--- config.mk ---
export PLATFORM = sky130hd
export DESIGN_NAME = snake_step_ctrl
export DESIGN_NICKNAME = d
export VERILOG_FILES = /design/src/rtl/snake_pkg.sv /design/src/rtl/snake_step_ctrl_dir_lane.sv /design/src/rtl/snake_step_ctrl.sv
export SDC_FILE = /design/constraint.sdc
export NUM_CORES = 1
export LEC_CHECK = 0
export BUFFER_PORTS_ARGS = -buffer_cell sky130_fd_sc_hd__clkbuf_2
export CAP_MARGIN = 10
export CORE_ASPECT_RATIO = 1.2
export CORE_UTILIZATION = 45
export CTS_CLUSTER_SIZE = 20
export DETAILED_ROUTE_END_ITERATION = 8
export GPL_ROUTABILITY_DRIVEN = 0
export GPL_TIMING_DRIVEN = 0
export PLACE_DENSITY_LB_ADDON = 0.25
export SYNTH_ARGS = -nofsm -noshare
export SYNTH_HDL_FRONTEND = slang
export SYNTH_HIERARCHICAL = 1
export SYNTH_SLANG_ARGS = --single-unit
--- constraint.sdc ---
create_clock -name clk -period 2.6 [get_ports clk]
set_input_delay 0.13 -clock clk [delete_from_list [all_inputs] [get_ports clk]]
set_output_delay 0.13 -clock clk [all_outputs]
set_load 0.005 [all_outputs]
--- src/rtl/snake_pkg.sv ---
// rtl/snake_pkg.sv - heading codes and direction helpers for the two-player step controller
package snake_pkg;

    typedef logic [4:0] dir_t;

    localparam dir_t DIR_START = 5'b00000;
    localparam dir_t DIR_UP    = 5'b00010;
    localparam dir_t DIR_LEFT  = 5'b00100;
    localparam dir_t DIR_DOWN  = 5'b01000;
    localparam dir_t DIR_RIGHT = 5'b10000;
    localparam dir_t DIR_RESET = 5'b11111;

    // Non-direction codes map to START so they can never match a real heading.
    function automatic dir_t opposite(input dir_t d);
        case (d)
            DIR_UP:    opposite = DIR_DOWN;
            DIR_DOWN:  opposite = DIR_UP;
            DIR_LEFT:  opposite = DIR_RIGHT;
            DIR_RIGHT: opposite = DIR_LEFT;
            default:   opposite = DIR_START;
        endcase
    endfunction

    function automatic logic is_dir(input dir_t d);
        is_dir = (d == DIR_UP) || (d == DIR_DOWN) || (d == DIR_LEFT) || (d == DIR_RIGHT);
    endfunction

endpackage

--- src/rtl/snake_step_ctrl_dir_lane.sv ---
// rtl/snake_step_ctrl_dir_lane.sv - per-player pending request and heading update
module dir_lane
    import snake_pkg::*;
#(
    parameter dir_t INIT_DIR = DIR_UP
) (
    input  logic       clk,
    input  logic       rst_n,
    input  logic [4:0] dir_in,
    input  logic       step,
    input  logic       hold_reset,
    output logic [4:0] state
);

    dir_t state_q, state_d;
    dir_t pend_q, pend_d;
    logic pend_valid_q, pend_valid_d;

    always_comb begin
        state_d      = state_q;
        pend_d       = pend_q;
        pend_valid_d = pend_valid_q;

        if (hold_reset) begin
            state_d      = DIR_RESET;
            pend_valid_d = 1'b0;
        end else begin
            if (step) begin
                if (state_q == DIR_RESET) begin
                    state_d = INIT_DIR;
                end else if (pend_valid_q && (pend_q != opposite(state_q))) begin
                    state_d = pend_q;
                end
                pend_valid_d = 1'b0;
            end
            // A request seen in the step cycle survives the clear and waits for the next step.
            if (is_dir(dir_in)) begin
                pend_d       = dir_in;
                pend_valid_d = 1'b1;
            end
        end
    end

    always_ff @(posedge clk or negedge rst_n) begin
        if (!rst_n) begin
            state_q      <= DIR_START;
            pend_q       <= DIR_START;
            pend_valid_q <= 1'b0;
        end else begin
            state_q      <= state_d;
            pend_q       <= pend_d;
            pend_valid_q <= pend_valid_d;
        end
    end

    assign state = state_q;

endmodule

--- src/rtl/snake_step_ctrl.sv ---
// rtl/snake_step_ctrl.sv - game step timer, RESET detection and two heading lanes
module snake_step_ctrl
    import snake_pkg::*;
#(
    parameter int unsigned TICK_DIV = 25000000
) (
    input  logic       clk,
    input  logic       rst_n,
    input  logic [4:0] p1_dir,
    input  logic [4:0] p2_dir,
    input  logic       pause,
    output logic [4:0] p1_state,
    output logic [4:0] p2_state,
    output logic       step
);

    localparam int CNT_W = (TICK_DIV > 2) ? $clog2(TICK_DIV) : 1;
    localparam logic [CNT_W-1:0] CNT_LAST = CNT_W'(TICK_DIV - 1);

    logic [CNT_W-1:0] cnt_q, cnt_d;
    logic             hold_reset;
    logic             step_int;

    assign hold_reset = (p1_dir == DIR_RESET) || (p2_dir == DIR_RESET);
    assign step_int   = !pause && !hold_reset && (cnt_q == CNT_LAST);

    always_comb begin
        cnt_d = cnt_q;
        if (hold_reset) begin
            cnt_d = '0;
        end else if (!pause) begin
            cnt_d = (cnt_q == CNT_LAST) ? '0 : cnt_q + CNT_W'(1);
        end
    end

    always_ff @(posedge clk or negedge rst_n) begin
        if (!rst_n) begin
            cnt_q <= '0;
        end else begin
            cnt_q <= cnt_d;
        end
    end

    dir_lane #(.INIT_DIR(DIR_UP)) u_p1_lane (
        .clk        (clk),
        .rst_n      (rst_n),
        .dir_in     (p1_dir),
        .step       (step_int),
        .hold_reset (hold_reset),
        .state      (p1_state)
    );

    dir_lane #(.INIT_DIR(DIR_DOWN)) u_p2_lane (
        .clk        (clk),
        .rst_n      (rst_n),
        .dir_in     (p2_dir),
        .step       (step_int),
        .hold_reset (hold_reset),
        .state      (p2_state)
    );

    assign step = step_int;

endmodule

**After elaboration in Yosys (flattened, before gate mapping)**

Index checks and enable logic that the tools add are counted.

- Output and inout port bits: 11
- Bits of input ports: 13
- Logic and storage cells: 79
- Flip-flop bits (word level): 47

- Eq/ne operators: 24
- Reduce and logical (&&, ||, !) cells: 22
- Add/subtract/negate cells: 1
- Bitwise gates (word level): 1
- Multiplexer cells: 24

Operator list:

| kind | number |
|---|---|
| $mux W25 | 3 |
| $mux W5 | 14 |
| $eq A5 B5 Y1 const B | 8 |
| $pmux W5 S4 | 2 |
| $add A25 B1 Y25 const B | 1 |
| $eq A25 B25 Y1 const B | 1 |
| $eq A5 B2 Y1 const B | 4 |
| $eq A5 B3 Y1 const B | 4 |
| $eq A5 B4 Y1 const B | 4 |
| $reduce_bool A3 Y1 | 4 |
| $ne A5 B5 Y1 | 2 |
| $reduce_and A2 Y1 | 4 |
| $logic_or A1 B1 Y1 | 7 |
| $mux W1 | 5 |
| $logic_and A1 B1 Y1 | 4 |
| $logic_not A1 Y1 | 2 |
| $ne A2 B1 Y1 const B | 1 |
| $reduce_bool A2 Y1 | 1 |
| $not A1 Y1 | 1 |

**Depth between registers and ports, before layout**

Gate-level depths: netlist of the first run.

- Word-level depth: 13
- Mapped depth: 11

**By module**

Netlist of the first run, hierarchy kept.

Modules (own cells, without submodules):

| module | area an instance (um^2) | instances | cells an instance |
|---|---|---|---|
| snake_step_ctrl | 1574.0 | 1 | 183 |
| dir_lane (u_p2_lane) | 724.4 | 1 | 78 |
| dir_lane (u_p1_lane) | 660.6 | 1 | 68 |

**Worst setup path after synthesis of the first run**

No wires, ideal clock.

- Path type: register -> register
- From: register cnt_q[17]
- To: register u_p2_lane.state_q[3] (netlist: u_p2_lane/state[3])
- Cell stages (with the launch flop): 9
- Data arrival time: 2.842 ns
- Library setup time: 0.126 ns
- Slack: -0.368 ns
- Data required time: 2.474 ns
- Path through: dfrtp_1 or4_1 nor4_4 nand2_2 nor3_1 clkbuf_1 nand3_1 a211oi_1 o31ai_2

- Cells in the longest elaborated chain, start to end: 4

Ends and longest elaborated chain:

| item | RTL line | RTL |
|---|---|---|
| start, declared | snake_step_ctrl.sv:20 | `logic [CNT_W-1:0] cnt_q, cnt_d;` |
| start signal, assigned | snake_step_ctrl.sv:40 | `cnt_q <= cnt_d;` |
| $eq A25 B25 Y1 | snake_step_ctrl.sv:25 | `assign step_int = !pause && !hold_reset && (cnt_q == CNT_LAST);` |
| $logic_and A1 B1 Y1 | snake_step_ctrl.sv:25 |  |
| named net step | snake_step_ctrl.sv:14 | `output logic step` |
| $reduce_bool A2 Y1 (no line) | n/a |  |
| $reduce_and A2 Y1 (no line) | n/a |  |
| end signal, assigned | snake_step_ctrl_dir_lane.sv:50 | `state_q <= state_d;` |
| end, declared | snake_step_ctrl_dir_lane.sv:15 | `dir_t state_q, state_d;` |

The timed path passes the listed nets, and every way through them passes these cells.
A chain may end at the register's enable or synchronous reset.

**Worst setup path after layout of the first run**

- From: register cnt_q[17]
- To: register u_p1_lane.state_q[0] (netlist: u_p1_lane/state[0])

- Cells in the longest elaborated chain, start to end: 4

Ends and longest elaborated chain:

| item | RTL line |
|---|---|
| $eq A25 B25 Y1 | snake_step_ctrl.sv:25 |
| $logic_and A1 B1 Y1 | snake_step_ctrl.sv:25 |
| $reduce_bool A2 Y1 (no line) | n/a |
| $reduce_and A2 Y1 (no line) | n/a |
| end signal, assigned | snake_step_ctrl_dir_lane.sv:50 |
| end, declared | snake_step_ctrl_dir_lane.sv:15 |

No other way between the ends.

==> results of run 1 <==
## cells in the mapped netlist, drive strengths merged, types with 4 or more instances
cell type   n
nand4      12
a21oi      25
o22ai       7
or4         4
dfrtp      47
inv        10
a221o       4
nor2       18
a22oi       6
or3        10
clkbuf      8
nor4        4
nand4b      7
nand2      41
o21ai      26
nand3      15
or2         6
nor3       15
nor4bb      5
mux2        6
and3        4
## placed cells by master, fill, tap and decap left out, types with 4 or more instances in the layout
cell      synthesis  final
dfrtp_1          47     45
nand2_1          39     39
clkbuf_2          0     23
a21oi_1          21     21
nor2_1           18     18
nand3_1          15     15
o21ai_0          16     15
buf_4             0     15
nor3_1           15     14
nand4_1          11     11
inv_1            10     10
o21ai_1           9     10
or3_1             9      9
nand4b_1          7      7
o22ai_1           6      6
a22oi_1           6      6
clkbuf_8          0      6
clkbuf_1          8      5
mux2_2            5      5
nor4bb_1          5      5
a221o_1           4      4
## worst max-delay path, delay by kind of cell (launching register included)
family / cells / cell delay [ns]
buffers and inverters: 2 / 0.20
AO/OA/AOI/OAI: 2 / 0.51
flip-flops: 1 / 0.42
AND/OR/NAND/NOR: 4 / 1.31
## how the worst max path moves through the flow
stage,start,end,cells after the start,slack (ns)
after floorplan,cnt_q[6],u_p1_lane/state[2],8,0.02
after global placement,p2_dir[2],u_p1_lane/pend_q[1],11,-0.52
after detailed placement,p2_dir[2],u_p1_lane/pend_q[2],11,-0.53
after CTS,cnt_q[15],u_p2_lane/state[3],9,-0.01
after global routing,cnt_q[17],u_p1_lane/state[0],8,-0.08
final,cnt_q[17],u_p1_lane/state[0],8,0.04
## final cells by class
cell class / count / area (um^2) / area share
Timing Repair Buffer: 39 / 253 / 0.0727
Sequential cell: 47 / 1180 / 0.339
Clock buffer: 6 / 82.6 / 0.0238
Buffer: 10 / 52.6 / 0.0151
Tap cell: 85 / 106 / 0.0306
Inverter: 11 / 41.3 / 0.0119
Multi-Input combinational cell: 260 / 1730 / 0.497
Clock inverter: 2 / 35.0 / 0.0101
## metrics by stage
step	hold WS, ns	std cells	worst slack (ns)	area, um^2	util
3_5_place_dp	0.401	436	-0.530	3210	0.500
6_report	0.105	460	0.0379	3480	0.543
2_1_floorplan	-0.166	329	0.0174	2990	-
3_3_place_gp	0.394	436	-0.520	3210	0.500
4_1_cts	0.0872	446	-0.0106	3340	0.521
5_1_grt	0.0951	460	-0.0780	3480	0.543
## state kept, by name, indices dropped and copies added, names as in the netlist
register	count
u_p2_lane/pend_q	5
u_p1_lane/state	5
cnt_q	25
u_p1_lane/pend_valid_q	1
u_p1_lane/pend_q	5
u_p2_lane/pend_valid_q	1
u_p2_lane/state	5
## per-layer routing
metal  track usage  vias to the layer above  wire, um
met2         0.383                       49      3520
li1              -                     1338         -
met3        0.0303                        5       199
met4        0.0609                        0        54
met5             0                        -         0
met1         0.274                     1361      3310
## power groups by stage
stage	combinational (mW)	clock (mW)	sequential (mW)
floorplan	0.249	0	0.915
global placement	0.333	0	0.938
detailed placement	0.339	0	0.941
CTS	0.340	0.569	0.927
global route	0.390	0.591	0.945
finish	0.345	0.553	0.928
## cell families after synthesis
kind of cell,Yosys count,synth area share
AND/OR/NAND/NOR,154,0.309
AO/OA/AOI/OAI,92,0.217
flip-flops,47,0.397
buffers and inverters,22,0.0283
multiplexers,7,0.0262
XOR/XNOR,6,0.0178
adder cells (fa/ha/maj),1,0.00423
## timing repair
| item | 4_1_cts | 5_1_grt |
|---|---|---|
| hold buffers | 0 | 1 |
| setup endpoints to repair | 16 | 14 |
| setup buffers | 2 | 13 |
| pin swaps | 3 | 4 |
| resized for setup | 1 | 5 |
| hold endpoints to repair | 0 | 13 |
==> impl_metrics.yaml, run 1 <==
placement:
  dp_hpwl_um: 4820
  port_buffers: 22
pwr:
  switchingPower_mw: 0.548
  ir_drop_v: 0.000337
  comb_power_share: 0.189
  power.density_nw_per_um2: 525
  p_clk_frac: 0.303
  seqPwrFrac: 0.508
  switching_share: 0.300
  p_leak_nw: 1.41
  total_power_mw: 1.83
  intPower_mw: 1.28
global_routing:
  grt_pass1_wl_um: 12200
  grtUsageTotal: 0.216
  grt_pass1_vias: 2662
  antenna_found_initial: 0
  grt_max_degree: 48
  overflow: 0
clock_tree:
  root_buffer: "clkbuf_8"
  cts.path.max_buffers: 2
  clkTransAtPathRegs_ns: 0.09
  cts_made_buffers: 5
  cts_sinks: 47
  cts_max_level: 2
  cts_tree: "built"
  worstSkewPairLatency_ns: 0.30
timing:
  finalCriticalPeriod_ns: 2.56
  max_freq_mhz: 390
  tightest_slew_ns: 0.901
  slew_headroom: 0.394
  setup_viol: 0
  drv_slew: 0
  tns_ns: 0
  rsz0062_at_grt: "true"
  hold_viol: 0
  finalCritPeriodShare: 0.985
  skew_ns: 0.0142
setup_path:
  crit_chain: "or4_4 -> nor4_4 -> nand2_4 -> nor3_4 -> buf_4 -> inv_1 -> a31o_1 -> a221o_1"
  cp_slowest_cell: "or4_4"
  end_kind: "flop"
  start_kind: "flop"
  critPathKind: "flop to flop"
  worstRegToRegCells: 8
  regToRegEndpoint: "u_p1_lane/state[0]"
  crit_path_max_fanout: 5
  r2r_start: "cnt_q[17]"
  rrSetupSlack_ns: 0.04
  arrival_ns: 2.75
  crit_required_ns: 2.78
  cpPeakStageDelay_ns: 0.55
drt:
  ant_nets: 0
  vias: 2753
  routed_wl_um: 7080
  first_pass_iters: 4
  drc_errors: 0
  drt_iter0_markers: 136
  wl_per_cell_um: 15.4
  vias_per_cell: 5.98
synth:
  synth_cell_types: 68
  syn_area_per_cell_um2: 8.99
  synth_area_leaders: "dfrtp_1, nand2_1, a21oi_1"
  synth_cells: 329
  yosysSeqAreaShare: 0.397
  synth_top_area_cell: "dfrtp_1"
  synthesis.nets: 343
  synth_flop_cell: "dfrtp_1"
  async_flop_share: 1.00
  syn_area_um2: 2960
  yosysTopAreaCellShare: 0.397
  ys_ff_latch: 47
  synth_edf_count: 0
  yosys_warnings: 6
floorplanning:
  die_w_um: 76.0
  io_pins: 24
  initial_utilization: 0.462
  rows: 32
  fp.dieH_um: 90.8
  core-area_um2: 6410
  fp.dieArea_um2: 6910
hold_path:
  whs_path_depth: 2
  worstHoldStart: "p1_dir[4]"
  min_to: "u_p1_lane/pend_q[4]"
  worstHoldPathType: "input pin to flop"
finish:
  n_fill_cell: 590
  area_growth_pct: 17.5
  diodes: 0
  drive_gt1_frac: 0.221
  nNetsFinal: 388
status:
  status: "finished, final reports clean"
job:
  cap_viol_max_count: 0
Power figures use the tool's default switching activity.
==> inputs of run 2 (changes only) <==
PLACE_DENSITY = 0.7   (was unset)
PLACE_DENSITY_LB_ADDON = unset   (was 0.25)
==> run 2 against run 1 <==
  * Combinational power barely moved
  * Cell area down 2.2%
  * Sequential share of layout area up 0.81 points
  * Sequential cell count did not move
  * Wire length grew 4.4%
  * Register-to-register slack better by 0.06 ns
  * Global-route usage is 0.13 points higher
  * First-iteration DRC count is 21% higher
  * Hold slack worse by 0.023 ns
  * Utilization down 1.2 points
  * Count of clock-buffer cells in the layout is the same
  * Critical path type unchanged
  * Highest routed layer unchanged
==> impl_metrics.yaml, run 2 (same netlist as run 1, synthesis figures left out) <==
finish:
  fin_util: 0.530
  diodes: 0
  area_growth_pct: 14.8
  n_fill_cell: 612
  final_cell_mix: "dfrtp_1, nand2_1, a21oi_1, clkbuf_2, nor2_1"
  largest_reg_flops: 25
  fin_area_um2: 3400
  drive_gt1_frac: 0.207
  top_register: "cnt_q"
  nNetsFinal: 381
  mostFrequentLayoutCell: "dfrtp_1"
  fin_cells: 453
drt:
  highest_layer: "met4"
  wl_met1_um: 3330
  routed_wl_um: 7400
  vias: 2751
  wl_met3_um: 162
  ant_nets: 0
  first_pass_iters: 5
  wl_per_cell_um: 16.3
  drt_iter0_markers: 164
  met2_length_um: 3840
  vias_per_cell: 6.07
  drc_errors: 0
setup_path:
  crit_chain: "or4_1 -> nor4_4 -> nand2_2 -> nor3_4 -> buf_4 -> inv_1 -> a31o_1 -> a221o_1"
  critPathKind: "flop to flop"
  crit_required_ns: 2.79
  start_kind: "flop"
  arrival_ns: 2.69
  rrSetupSlack_ns: 0.10
  regToRegEndpoint: "u_p1_lane/state[0]"
  cp_slowest_cell: "or4_1"
  crit_path_max_fanout: 6
  r2r_start: "cnt_q[17]"
  cpPeakStageDelay_ns: 0.58
  worstRegToRegCells: 8
  end_kind: "flop"
hold_path:
  worstHoldStart: "p1_dir[4]"
  whs_path_depth: 2
  min_to: "u_p1_lane/pend_q[4]"
  worstHoldPathType: "input pin to flop"
floorplanning:
  io_pins: 24
  fp.dieArea_um2: 6910
  fp.dieH_um: 90.8
  initial_utilization: 0.462
  core-area_um2: 6410
  die_w_um: 76.0
  rows: 32
timing:
  finalCriticalPeriod_ns: 2.50
  skew_ns: 0.00582
  finalCritPeriodShare: 0.961
  slew_headroom: 0.328
  rsz0062_at_grt: "false"
  max_freq_mhz: 400
  setup_viol: 0
  tightest_slew_ns: 1.00
  fin_ws_ns: 0.102
  tns_ns: 0
  hold_viol: 0
  drv_slew: 0
global_routing:
  overflow: 0
  antenna_found_initial: 0
  grtUsageTotal: 0.217
  grt_max_degree: 48
  grt_pass1_wl_um: 12300
  grt_pass1_vias: 2685
placement:
  port_buffers: 22
  pre_cts_slack_ns: -0.510
  dpl_cell_area_um2: 3210
  dp.cells: 436
  dp_hpwl_um: 5020
clock_tree:
  clkTransAtPathRegs_ns: 0.09
  cts_max_level: 2
  cts_tree: "built"
  cts_sinks: 47
  worstSkewPairLatency_ns: 0.30
  root_buffer: "clkbuf_8"
  cts.path.max_buffers: 2
  cts_made_buffers: 5
job:
  cap_viol_max_count: 0
pwr:
  p_leak_nw: 1.34
  power.density_nw_per_um2: 509
  ir_drop_v: 0.000294
status:
  status: "finished, final reports clean"
-- run 2: cell types whose count changed in the layout (fill, tap and decap cells not counted), sizes merged --
cell      before  now
clkbuf        34   32
clkinvlp       0    1
bufinv         1    0
buf           20   15
-- run 2: how the worst max path moves through the flow --
stage / start / to / depth (start not counted)
2_1_floorplan: cnt_q[6] / u_p1_lane/state[2] / 8
3_3_place_gp: p2_dir[2] / u_p1_lane/pend_q[2] / 11
3_5_place_dp: p2_dir[2] / u_p1_lane/pend_q[3] / 11
4_1_cts: cnt_q[17] / u_p2_lane/state[3] / 8
5_1_grt: cnt_q[17] / u_p1_lane/state[0] / 8
6_report: cnt_q[17] / u_p1_lane/state[0] / 8
-- run 2: stage by stage --
| stage | hold WS [ns] | total power, mW |
|---|---|---|
| floorplan | -0.166 | 1.16 |
| global placement | 0.394 | 1.27 |
| detailed placement | 0.396 | 1.28 |
| CTS | 0.0782 | 1.73 |
| global route | 0.0992 | 1.82 |
| finish | 0.0813 | 1.73 |
-- run 2: layer usage --
metal,global-route usage,up-vias
li1,-,1325
met1,0.275,1362
met2,0.388,56
met3,0.0293,8
met4,0.0577,0
met5,0,-
-- run 2: worst max-delay path, delay by kind of cell (launching register included) --
kind | cells | cell delay, ns
AOI/OAI and AO/OA | 2 | 0.51
DFF | 1 | 0.45
and+or+nand+nor | 4 | 1.24
buffers and inverters | 2 | 0.20
-- run 2: final cells by class --
type | count | area (um^2) | area share
tap | 85 | 106 | 0.0313
clock buffer | 6 | 72.6 | 0.0214
inverter | 11 | 41.3 | 0.0122
timing repair buffer | 34 | 223 | 0.0655
multi-input combinational | 260 | 1720 | 0.506
buffer | 8 | 42.5 | 0.0125
clock inverter | 2 | 12.5 | 0.00368
sequential | 47 | 1180 | 0.347
-- run 2: power by group --
part | total, mW | internal (mW) | switching, mW
Combinational | 0.348 | 0.154 | 0.194
Sequential | 0.933 | 0.812 | 0.121
Clock | 0.450 | 0.189 | 0.261
Total | 1.73 | 1.15 | 0.577
-- run 2: timing repair --
action / CTS / global route
hold buffers: 0 / 1
hold endpoints to repair: 0 / 23
buffers inserted: 5 / 5
endpoints found under the setup margin: 15 / 11
resized for setup: 1 / 5
pin swaps: 3 / 5
==> inputs of run 3 (changes only) <==
SYNTH_HIERARCHICAL = unset   (was 1)
==> run 3 against run 2 <==
  * Wire length fell by 18%
  * Total power down 6.0%
  * Hold slack better by 0.055 ns
  * Global-route usage down 1.4 points
  * Combinational power is 22% lower
  * Sequential power is 6.2% lower
  * Utilization fell by 0.062 points
  * Via count decreased by 12%
  * Maximum frequency fell by 1.0%
  * Synthesized cell count shrank 9.1%
  * Largest cell class unchanged
==> impl_metrics.yaml, run 3 <==
status:
  status: "finished, final reports clean"
clock_tree:
  cts.path.max_buffers: 2
  clkTransAtPathRegs_ns: 0.10
  cts_made_buffers: 5
  worstSkewPairLatency_ns: 0.31
  cts_sinks: 47
  root_buffer: "clkbuf_8"
  cts_tree: "built"
  cts_max_level: 2
setup_path:
  regToRegEndpoint: "cnt_q[13]"
  start_kind: "flop"
  rrSetupSlack_ns: 0.08
  cp.depth: 8
  arrival_ns: 2.74
  worstRegToRegCells: 8
  crit_required_ns: 2.82
  cp_slowest_cell: "clkbuf_1"
  critPathKind: "flop to flop"
  critPathTopFamily: "simple AND/OR/NAND/NOR gates"
  crit_buf_inv: 1
  r2r_start: "cnt_q[0]"
  cpPeakStageDelay_ns: 0.45
  end_kind: "flop"
  crit_path_frequent_cell: "nor3_4"
  worstSetupEndpoint: "cnt_q[13]"
  crit_start: "cnt_q[0]"
  crit_chain: "ha_1 -> and3_1 -> nand4_1 -> nor3_4 -> nor3_4 -> clkbuf_1 -> o21ai_0 -> a31oi_1"
  crit_path_max_fanout: 10
finish:
  final_cell_mix: "dfrtp_1, nand2_1, o21ai_0"
  mostFrequentLayoutCell: "dfrtp_1"
  fin_area_um2: 3040
  drive_gt1_frac: 0.134
  largest_reg_flops: 25
  n_fill_cell: 556
  top_register: "cnt_q"
  area_growth_pct: 12.5
  diodes: 0
  nNetsFinal: 341
timing:
  setup_viol: 0
  skew_ns: 0.0116
  whs_ns: 0.136
  max_freq_mhz: 396
  finalCriticalPeriod_ns: 2.52
  drv_slew: 0
  tightest_slew_ns: 0.635
  fin_ws_ns: 0.0771
  slew_headroom: 0.573
  finalCritPeriodShare: 0.970
  hold_viol: 0
floorplanning:
  fp.dieH_um: 86.9
  io_pins: 24
  core-area_um2: 5740
  fp.dieArea_um2: 6320
  rows: 30
  die_w_um: 72.8
  initial_utilization: 0.471
drt:
  vias: 2416
  vias_per_cell: 5.92
  drc_errors: 0
  drt_iter0_markers: 124
  wl_per_cell_um: 14.8
  first_pass_iters: 4
  ant_nets: 0
  routed_wl_um: 6040
global_routing:
  overflow: 0
  grt_max_degree: 48
  grtUsageTotal: 0.203
  grt_pass1_vias: 2197
  grt_pass1_wl_um: 10100
  antenna_found_initial: 0
placement:
  port_buffers: 18
  dpl_cell_area_um2: 2890
  pre_cts_slack_ns: 0.0254
  dp_hpwl_um: 4280
synth:
  async_flop_share: 1.00
  yosysSeqAreaShare: 0.435
  syn_area_per_cell_um2: 9.04
  synth_top_area_cell: "dfrtp_1"
  ys_ff_latch: 47
  yosys_warnings: 0
  synth_cell_types: 48
  synth_cells: 299
  synth_common_cells: "dfrtp_1, nand2_1, o21ai_0, a31oi_1"
  syn_area_um2: 2700
  synth_edf_count: 0
  yosysMostFrequentCell: "dfrtp_1"
  synth_area_leaders: "dfrtp_1, nand2_1, a31oi_1"
  synthesis.nets: 313
  synth_flop_cell: "dfrtp_1"
  yosysTopAreaCellShare: 0.435
hold_path:
  worstHoldPathType: "input pin to flop"
pwr:
  p_leak_nw: 1.26
  power.density_nw_per_um2: 535
  total_power_mw: 1.63
  ir_drop_v: 0.000247
job:
  cap_viol_max_count: 0
run 3: cell count changes in the layout (fill, tap and decap cells not counted), sizes merged, moves of 4 or more:
cell / change
a21oi: -10
a22oi: -6
a31oi: +16
and3: +6
buf: -11
clkbuf: +4
inv: -4
nand2: -5
nand4: -9
nand4b: -7
o22ai: -6
or4: -4
run 3: timing repair:
action,4_1_cts,5_1_grt
buffers inserted,0,1
setup endpoints to repair,1,11
gates resized for setup,1,1
pin swaps,0,1
endpoints found under the hold margin,0,11
hold buffers,0,1
run 3: how the worst min path moves through the flow:
stage / startpoint / end / slack (ns) / cells past startpoint
6_report: p1_dir[1] / u_p1_lane.pend_q[1] / 0.14 / 2
2_1_floorplan: rst_n / cnt_q[0] / -0.17 / 0
5_1_grt: p2_dir[0] / u_p2_lane.pend_q[0] / 0.15 / 3
4_1_cts: rst_n / cnt_q[2] / 0.08 / 1
3_3_place_gp: rst_n / cnt_q[2] / 0.42 / 1
3_5_place_dp: rst_n / cnt_q[2] / 0.42 / 1
run 3: through the flow:
step	TNS, ns	cells	util
after floorplan	0	299	-
after global placement	0	397	0.504
after detailed placement	0	397	0.504
after CTS	0	405	0.522
after global routing	-0.0282	408	0.530
final	0	408	0.530
run 3: power by group:
group / internal [mW] / switching, mW
sequential: 0.793 / 0.0821
clock: 0.217 / 0.262
combinational: 0.131 / 0.142
total: 1.14 / 0.486
run 3: cell families after synthesis:
| kind of cell | count (synthesis) | share of synthesized area |
|---|---|---|
| multiplexers | 10 | 0.0398 |
| flip-flops | 47 | 0.435 |
| adder cells (fa/ha/maj) | 1 | 0.00463 |
| XOR/XNOR | 2 | 0.00648 |
| AND/OR/NAND/NOR | 129 | 0.264 |
| AO/OA/AOI/OAI | 90 | 0.222 |
| buffers and inverters | 20 | 0.0282 |
run 3: per-layer routing:
layer,wire length (um),up-vias,share of wire,track usage
met2,2980,40,0.49,0.358
li1,-,1197,-,-
met3,196,5,0.032,0.0428
met5,0,-,0,0
met4,56,0,0.0093,0.0535
met1,2810,1174,0.46,0.251
run 3: area by class of cell:
class / count / area, um^2 / share of cell area
multi-input cells: 232 / 1460 / 0.481
flip-flops and latches: 47 / 1180 / 0.387
repair buffers: 21 / 128 / 0.0419
well taps: 80 / 100 / 0.0329
clock buffers: 6 / 82.6 / 0.0271
plain buffers: 14 / 53.8 / 0.0177
inverters: 6 / 22.5 / 0.00740
clock inverters: 2 / 16.3 / 0.00535
